$ cat config.mk
export PLATFORM = sky130hd
export DESIGN_NAME = stepper_pulse_gen
export DESIGN_NICKNAME = d
export VERILOG_FILES = /design/src/rtl/plotter_pkg.sv /design/src/rtl/stepper_axis.sv /design/src/rtl/stepper_pulse_gen.sv
export SDC_FILE = /design/constraint.sdc
export NUM_CORES = 1
export LEC_CHECK = 0
export CORE_UTILIZATION = 39
export CTS_BUF_LIST = sky130_fd_sc_hd__clkbuf_8
export DETAILED_ROUTE_END_ITERATION = 6
export PLACE_DENSITY_LB_ADDON = 0.12
export SYNTH_ARGS = -nofsm -noshare
export SYNTH_HDL_FRONTEND = slang
export SYNTH_SLANG_ARGS = --single-unit
$ cat constraint.sdc
create_clock -name clock -period 3.6 [get_ports clock]
set_input_delay 0.36 -clock clock [delete_from_list [all_inputs] [get_ports clock]]
set_output_delay 0.36 -clock clock [all_outputs]
set_load 0.1 [all_outputs]
$ cat src/rtl/plotter_pkg.sv
// Shared definitions for the plotter motion blocks: axis FSM state codes,
// direction codes, datapath widths and the step-interval clamp.
package plotter_pkg;

    localparam logic [1:0] S_IDLE  = 2'd0;
    localparam logic [1:0] S_SETUP = 2'd1;
    localparam logic [1:0] S_HIGH  = 2'd2;
    localparam logic [1:0] S_LOW   = 2'd3;

    localparam logic DIR_POS = 1'b0;
    localparam logic DIR_NEG = 1'b1;

    localparam int CNT_W = 24;
    localparam int POS_W = 32;

    typedef enum logic [1:0] {
        ST_IDLE  = S_IDLE,
        ST_SETUP = S_SETUP,
        ST_HIGH  = S_HIGH,
        ST_LOW   = S_LOW
    } axis_state_e;

    // Interval in ticks: raised to the minimum, capped to the counter range.
    function automatic logic [CNT_W-1:0] clamp_iv(
        input logic [31:0] spd,
        input logic [31:0] min_iv
    );
        logic [31:0] v;
        v = (spd < min_iv) ? min_iv : spd;
        if (v > 32'h00FF_FFFF) begin
            v = 32'h00FF_FFFF;
        end
        return v[CNT_W-1:0];
    endfunction

endpackage

$ cat src/rtl/stepper_axis.sv
// One step/dir axis: IDLE/SETUP/HIGH/LOW FSM, tick counter, signed position.
// Ports: clk_i, rst_ni (async low), tick_i, enable_i, speed_i, dir_i in;
//        step_o, dir_o, pos_o, busy_o out (all registered).
module stepper_axis
    import plotter_pkg::*;
#(
    parameter int PULSE_TICKS     = 5,
    parameter int DIR_SETUP_TICKS = 10,
    parameter int MIN_INTERVAL    = 20
) (
    input  logic             clk_i,
    input  logic             rst_ni,
    input  logic             tick_i,
    input  logic             enable_i,
    input  logic [31:0]      speed_i,
    input  logic             dir_i,
    output logic             step_o,
    output logic             dir_o,
    output logic [POS_W-1:0] pos_o,
    output logic             busy_o
);

    localparam logic [CNT_W-1:0] PULSE_CNT = CNT_W'(PULSE_TICKS);
    localparam logic [CNT_W-1:0] SETUP_CNT = CNT_W'(DIR_SETUP_TICKS);
    localparam logic [31:0]      MIN_IV    = 32'(MIN_INTERVAL);

    axis_state_e      state_q, state_d;
    logic [CNT_W-1:0] cnt_q, cnt_d;
    logic [CNT_W-1:0] iv_q, iv_d;
    logic             step_q, step_d;
    logic             dir_q, dir_d;
    logic [POS_W-1:0] pos_q, pos_d;

    logic go;
    logic eval;
    logic start;
    logic last;

    assign go   = enable_i && (speed_i != '0);
    assign last = (cnt_q == CNT_W'(1));

    always_comb begin
        state_d = state_q;
        cnt_d   = cnt_q;
        iv_d    = iv_q;
        step_d  = step_q;
        dir_d   = dir_q;
        pos_d   = pos_q;
        eval    = 1'b0;
        start   = 1'b0;

        if (tick_i) begin
            unique case (state_q)
                ST_IDLE: begin
                    eval = 1'b1;
                end
                ST_SETUP: begin
                    // Speed is deliberately not re-checked: a stop
                    // during setup still yields this one step.
                    if (last) begin
                        start = 1'b1;
                    end else begin
                        cnt_d = cnt_q - 1'b1;
                    end
                end
                ST_HIGH: begin
                    if (last) begin
                        step_d  = 1'b0;
                        cnt_d   = iv_q - PULSE_CNT;
                        state_d = ST_LOW;
                    end else begin
                        cnt_d = cnt_q - 1'b1;
                    end
                end
                ST_LOW: begin
                    if (last) begin
                        eval = 1'b1;
                    end else begin
                        cnt_d = cnt_q - 1'b1;
                    end
                end
            endcase
        end

        // Step boundary: decide between stop, direction setup, next step.
        if (eval) begin
            if (!go) begin
                state_d = ST_IDLE;
            end else if (dir_i != dir_q) begin
                dir_d   = dir_i;
                cnt_d   = SETUP_CNT;
                state_d = ST_SETUP;
            end else begin
                start = 1'b1;
            end
        end

        if (start) begin
            step_d  = 1'b1;
            iv_d    = clamp_iv(speed_i, MIN_IV);
            cnt_d   = PULSE_CNT;
            state_d = ST_HIGH;
            pos_d   = (dir_q == DIR_NEG) ? pos_q - 1'b1 : pos_q + 1'b1;
        end
    end

    always_ff @(posedge clk_i or negedge rst_ni) begin
        if (!rst_ni) begin
            state_q <= ST_IDLE;
            cnt_q   <= '0;
            iv_q    <= '0;
            step_q  <= 1'b0;
            dir_q   <= DIR_POS;
            pos_q   <= '0;
        end else begin
            state_q <= state_d;
            cnt_q   <= cnt_d;
            iv_q    <= iv_d;
            step_q  <= step_d;
            dir_q   <= dir_d;
            pos_q   <= pos_d;
        end
    end

    assign step_o = step_q;
    assign dir_o  = dir_q;
    assign pos_o  = pos_q;
    assign busy_o = (state_q != ST_IDLE);

endmodule

$ cat src/rtl/stepper_pulse_gen.sv
// Two-axis STEP/DIR pulse generator: shared tick prescaler + two axes.
// Ports: clock, reset (async low), enable, x/y_speed, x/y_direction in;
//        pin_X/YSpeed, pin_X/YDir, x/y_pos, x/y_busy out.
module stepper_pulse_gen
    import plotter_pkg::*;
#(
    parameter int TICK_DIV        = 100,
    parameter int PULSE_TICKS     = 5,
    parameter int DIR_SETUP_TICKS = 10,
    parameter int MIN_INTERVAL    = 20
) (
    input  logic        clock,
    input  logic        reset,
    input  logic        enable,
    input  logic [31:0] x_speed,
    input  logic [31:0] x_direction,
    input  logic [31:0] y_speed,
    input  logic [31:0] y_direction,
    output logic        pin_XSpeed,
    output logic        pin_XDir,
    output logic        pin_YSpeed,
    output logic        pin_YDir,
    output logic [31:0] x_pos,
    output logic [31:0] y_pos,
    output logic        x_busy,
    output logic        y_busy
);

    localparam int PW = (TICK_DIV > 1) ? $clog2(TICK_DIV) : 1;
    localparam logic [PW-1:0] PRE_LAST = PW'(TICK_DIV - 1);

    logic [PW-1:0] pre_q, pre_d;
    logic          tick;

    // Only bit 0 of each direction word carries meaning.
    logic unused_dir_bits;
    assign unused_dir_bits = ^{x_direction[31:1], y_direction[31:1]};

    assign tick  = (pre_q == PRE_LAST);
    assign pre_d = tick ? '0 : pre_q + 1'b1;

    always_ff @(posedge clock or negedge reset) begin
        if (!reset) begin
            pre_q <= '0;
        end else begin
            pre_q <= pre_d;
        end
    end

    stepper_axis #(
        .PULSE_TICKS    (PULSE_TICKS),
        .DIR_SETUP_TICKS(DIR_SETUP_TICKS),
        .MIN_INTERVAL   (MIN_INTERVAL)
    ) u_x (
        .clk_i   (clock),
        .rst_ni  (reset),
        .tick_i  (tick),
        .enable_i(enable),
        .speed_i (x_speed),
        .dir_i   (x_direction[0]),
        .step_o  (pin_XSpeed),
        .dir_o   (pin_XDir),
        .pos_o   (x_pos),
        .busy_o  (x_busy)
    );

    stepper_axis #(
        .PULSE_TICKS    (PULSE_TICKS),
        .DIR_SETUP_TICKS(DIR_SETUP_TICKS),
        .MIN_INTERVAL   (MIN_INTERVAL)
    ) u_y (
        .clk_i   (clock),
        .rst_ni  (reset),
        .tick_i  (tick),
        .enable_i(enable),
        .speed_i (y_speed),
        .dir_i   (y_direction[0]),
        .step_o  (pin_YSpeed),
        .dir_o   (pin_YDir),
        .pos_o   (y_pos),
        .busy_o  (y_busy)
    );

endmodule

==> results.ini, run 1 <==
[run_status]
run_status=finished, final reports clean

[placement]
io_buffer_count=138
gp_congestion=0.879
place_area_sq_um=14500
dp_hpwl_um=24500

[route]
via_per_inst=5.51
vias=11500
drc=0
detail-route-antenna-nets=0
drt_iter0_markers=674
wl_um=33500
wl_per_cell_um=16.0
dr.pass1.iters=7

[synth]
ys.flop_type=dfrtp_1
synth_top_area_cell=dfrtp_1
synth_edf_count=0
synth-seq-area-share_pct=35.1
yosys_warnings=0
synth_area_sq_um=12500
synth.net_count=1742
synth_top_area_share_pct=35.1
synthArstFlopShare_pct=100
synth_area_per_cell_sq_um=8.14
ys_types=80
yosys-top-cells-area=dfrtp_1 (35%), ha_1 (7.5%), nor2_1 (6.7%)
synth_seq_cells=175
syn-instance-count=1534

[grt]
overflow=0
antenna_found_initial=0
grt_pass1_vias=11200
grt_max_degree=100
grt_pass1_wl_um=57300
grt_usage_pct=21.3

[worst_hold_path]
worstHoldEndpoint=pre_q[0]
hold_path_depth=1
hold_path.class=reg2reg
hold_start=pre_q[0]

[worst_setup_path]
rr_endpoint=u_y.pos_o[30]
crit_fanout=13
arrival_ns=3.73
cp-end-kind=flop
critPathSlowestCell=dfrtp_4
reg2reg_depth=11
cp.required_ns=3.98
worstSetupPathType=reg2reg
startpoint_type=flop
reg2reg_slack_ns=0.24
r2r-start=u_y.dir_o
max_stage_delay_ns=0.54
crit_chain=inv_1, fa_1, nor2b_1, o31a_1, o41ai_2, a2111oi_1, o21ai_1, a311oi_1, a2111oi_2, xnor2_1, mux2_2

[cells_and_area]
n_fill_cell=3115
diodes=0
multiInputGateArea_sq_um=7680
final_cell_mix=nor2_1 (222), dfrtp_1 (173), nand2_1 (153)
seq_area_sq_um=4390
areaGrowthSynthToFinish_pct=19.6
fin_area_sq_um=14900
drive_above_1_share_pct=6.81
finalNetCount=1883
final_common_cell=nor2_1

[floorplanning]
die_w_um=181
initial_utilization_pct=39.6
io_pins=201
die_area_sq_um=32800
fp.coreArea_sq_um=31600
die_h_um=181
rows=65

[clock_tree]
clockBufferDepth=2
clock_latency_ns=0.49
cts_made_buffers=17
cts.sinks=175
clk_pin_slew_ns=0.12
cts-root-buf=clkbuf_8
cts_tree=done
cts-htree-levels=4

[sta]
slew_headroom_pct=30.9
fin_skew_ns=0.0234
rsz0062_at_grt=false
max_freq_mhz=298
worst_slew_pin_slew_ns=1.03
min_period_ns=3.36
tns_ns=0
hold_viol=0
slew_violations=0
setup_viol=0
period_share_pct=93.2

[power]
powerDensity_nw_per_um2=286
cellLeakagePower_nw=6.49
ir_drop_v=0.000202

[flow_run]
maxCapViolCount=0

area by class of cell:
| type | instances | share of cell area (%) |
|---|---|---|
| clock buffers | 18 | 1.66 |
| clock inverters | 14 | 1.15 |
| inverters | 49 | 1.23 |
| multi-input cells | 1249 | 51.4 |
| flip-flops and latches | 175 | 29.4 |
| well taps | 402 | 3.37 |
| repair buffers | 183 | 11.8 |
critical path, delay by kind of cell (launching register included):
family / cells / cell delay (ns)
adder cells (fa/ha/maj): 1 / 0.49
XOR/XNOR: 1 / 0.14
flip-flops: 1 / 0.54
buffers and inverters: 1 / 0.15
AND/OR/NAND/NOR: 1 / 0.18
AO/OA/AOI/OAI: 6 / 1.48
multiplexers: 1 / 0.26
synth_stat cells, types with 4 or more instances:
library cell / instances
o21a_1: 10
dfrtp_1: 175
nor3b_1: 5
nor4_1: 28
a2111oi_0: 4
o211ai_1: 14
o31ai_1: 5
ha_1: 75
nand2b_1: 16
nand4_1: 7
and2_1: 8
a21oi_1: 116
clkbuf_1: 38
nand3_1: 33
a32oi_1: 6
or4_1: 14
a31oi_1: 17
o21bai_1: 11
nor3_1: 81
nor4b_1: 4
a21o_1: 29
a221oi_1: 6
xor2_1: 49
nor2b_1: 8
xnor2_1: 54
or3_1: 13
buf_2: 17
nor4_2: 4
a211oi_1: 16
o22ai_1: 7
a22oi_1: 10
nor2_1: 222
o21ai_0: 143
nand3b_1: 7
inv_1: 49
nand2_1: 153
and3_1: 8
through the flow:
step | utilization (%) | hold slack [ns] | setup slack [ns] | instances | total power [mW]
6_report | 47.3 | 0.467 | 0.243 | 2090 | 4.27
5_1_grt | 47.3 | 0.497 | 0.0300 | 2090 | 4.48
4_1_cts | 47.3 | 0.469 | 0.159 | 2090 | 4.33
3_5_place_dp | 46.0 | 0.452 | 0.190 | 2057 | 2.80
3_3_place_gp | 46.0 | 0.451 | 0.182 | 2057 | 2.80
2_1_floorplan | - | 0.0644 | 0.111 | 1534 | 2.54
metal layers:
metal	vias to the layer above	track usage [%]	share of wire [%]
met5	-	0	0
met4	0	5.15	1.3
met3	27	3.33	3.8
met2	209	34.2	46
met1	5458	29.8	49
li1	5813	-	-
repair_timing:
item,4_1_cts,5_1_grt
hold buffers,1,0
buffers inserted,0,0
hold endpoints to repair,10,0
gates resized for setup,0,4
endpoints found under the setup margin,0,5
report_power, final:
group | switching, mW | internal, mW
clock network | 0.844 | 0.660
logic | 0.442 | 0.284
registers | 0.0399 | 2.00
total | 1.33 | 2.94
flip-flops by register name, indices dropped and copies added, names as in the netlist:
signal and cells:
u_y.iv_q 24, u_y.pos_o 32, pre_q 7, u_x.pos_o 32, u_x.cnt_q 24, u_x.state_q 2
u_y.step_o 1, u_x.iv_q 24, u_y.state_q 2, u_y.cnt_q 24, u_y.dir_o 1, u_x.dir_o 1
u_x.step_o 1
worst max-delay path by stage:
stage / to / start / cells past startpoint / slack [ns]
after detailed placement: u_x.pos_o[30] / u_x.dir_o / 11 / 0.19
final: u_y.pos_o[30] / u_y.dir_o / 11 / 0.24
after floorplan: u_y.pos_o[30] / u_y.dir_o / 12 / 0.11
after CTS: u_x.pos_o[30] / u_x.dir_o / 11 / 0.16
after global routing: u_y.pos_o[30] / u_y.dir_o / 11 / 0.03
after global placement: u_x.pos_o[30] / u_x.dir_o / 11 / 0.18
cells by family after synthesis:
kind of cell | after synthesis | synth area share (%)
DFF | 175 | 35.1
adders and majority gates | 77 | 7.83
muxes | 4 | 0.351
AOI/OAI and AO/OA | 431 | 21.3
xor gates and xnor gates | 103 | 7.22
buffers and inverters | 110 | 3.69
and+or+nand+nor | 634 | 24.5
No activity file was read; power rests on OpenSTA's default activity.
==> inputs of run 2 (changes only) <==
--- a/config.mk
+++ b/config.mk
@@ -8,6 +8,7 @@
 export CORE_UTILIZATION = 39
 export CTS_BUF_LIST = sky130_fd_sc_hd__clkbuf_8
 export DETAILED_ROUTE_END_ITERATION = 6
+export GPL_TIMING_DRIVEN = 1
 export PLACE_DENSITY_LB_ADDON = 0.12
 export SYNTH_ARGS = -nofsm -noshare
 export SYNTH_HDL_FRONTEND = slang
==> results of run 2 <==
Same layout as run 1: the final DEF is identical, and so are final timing and power.
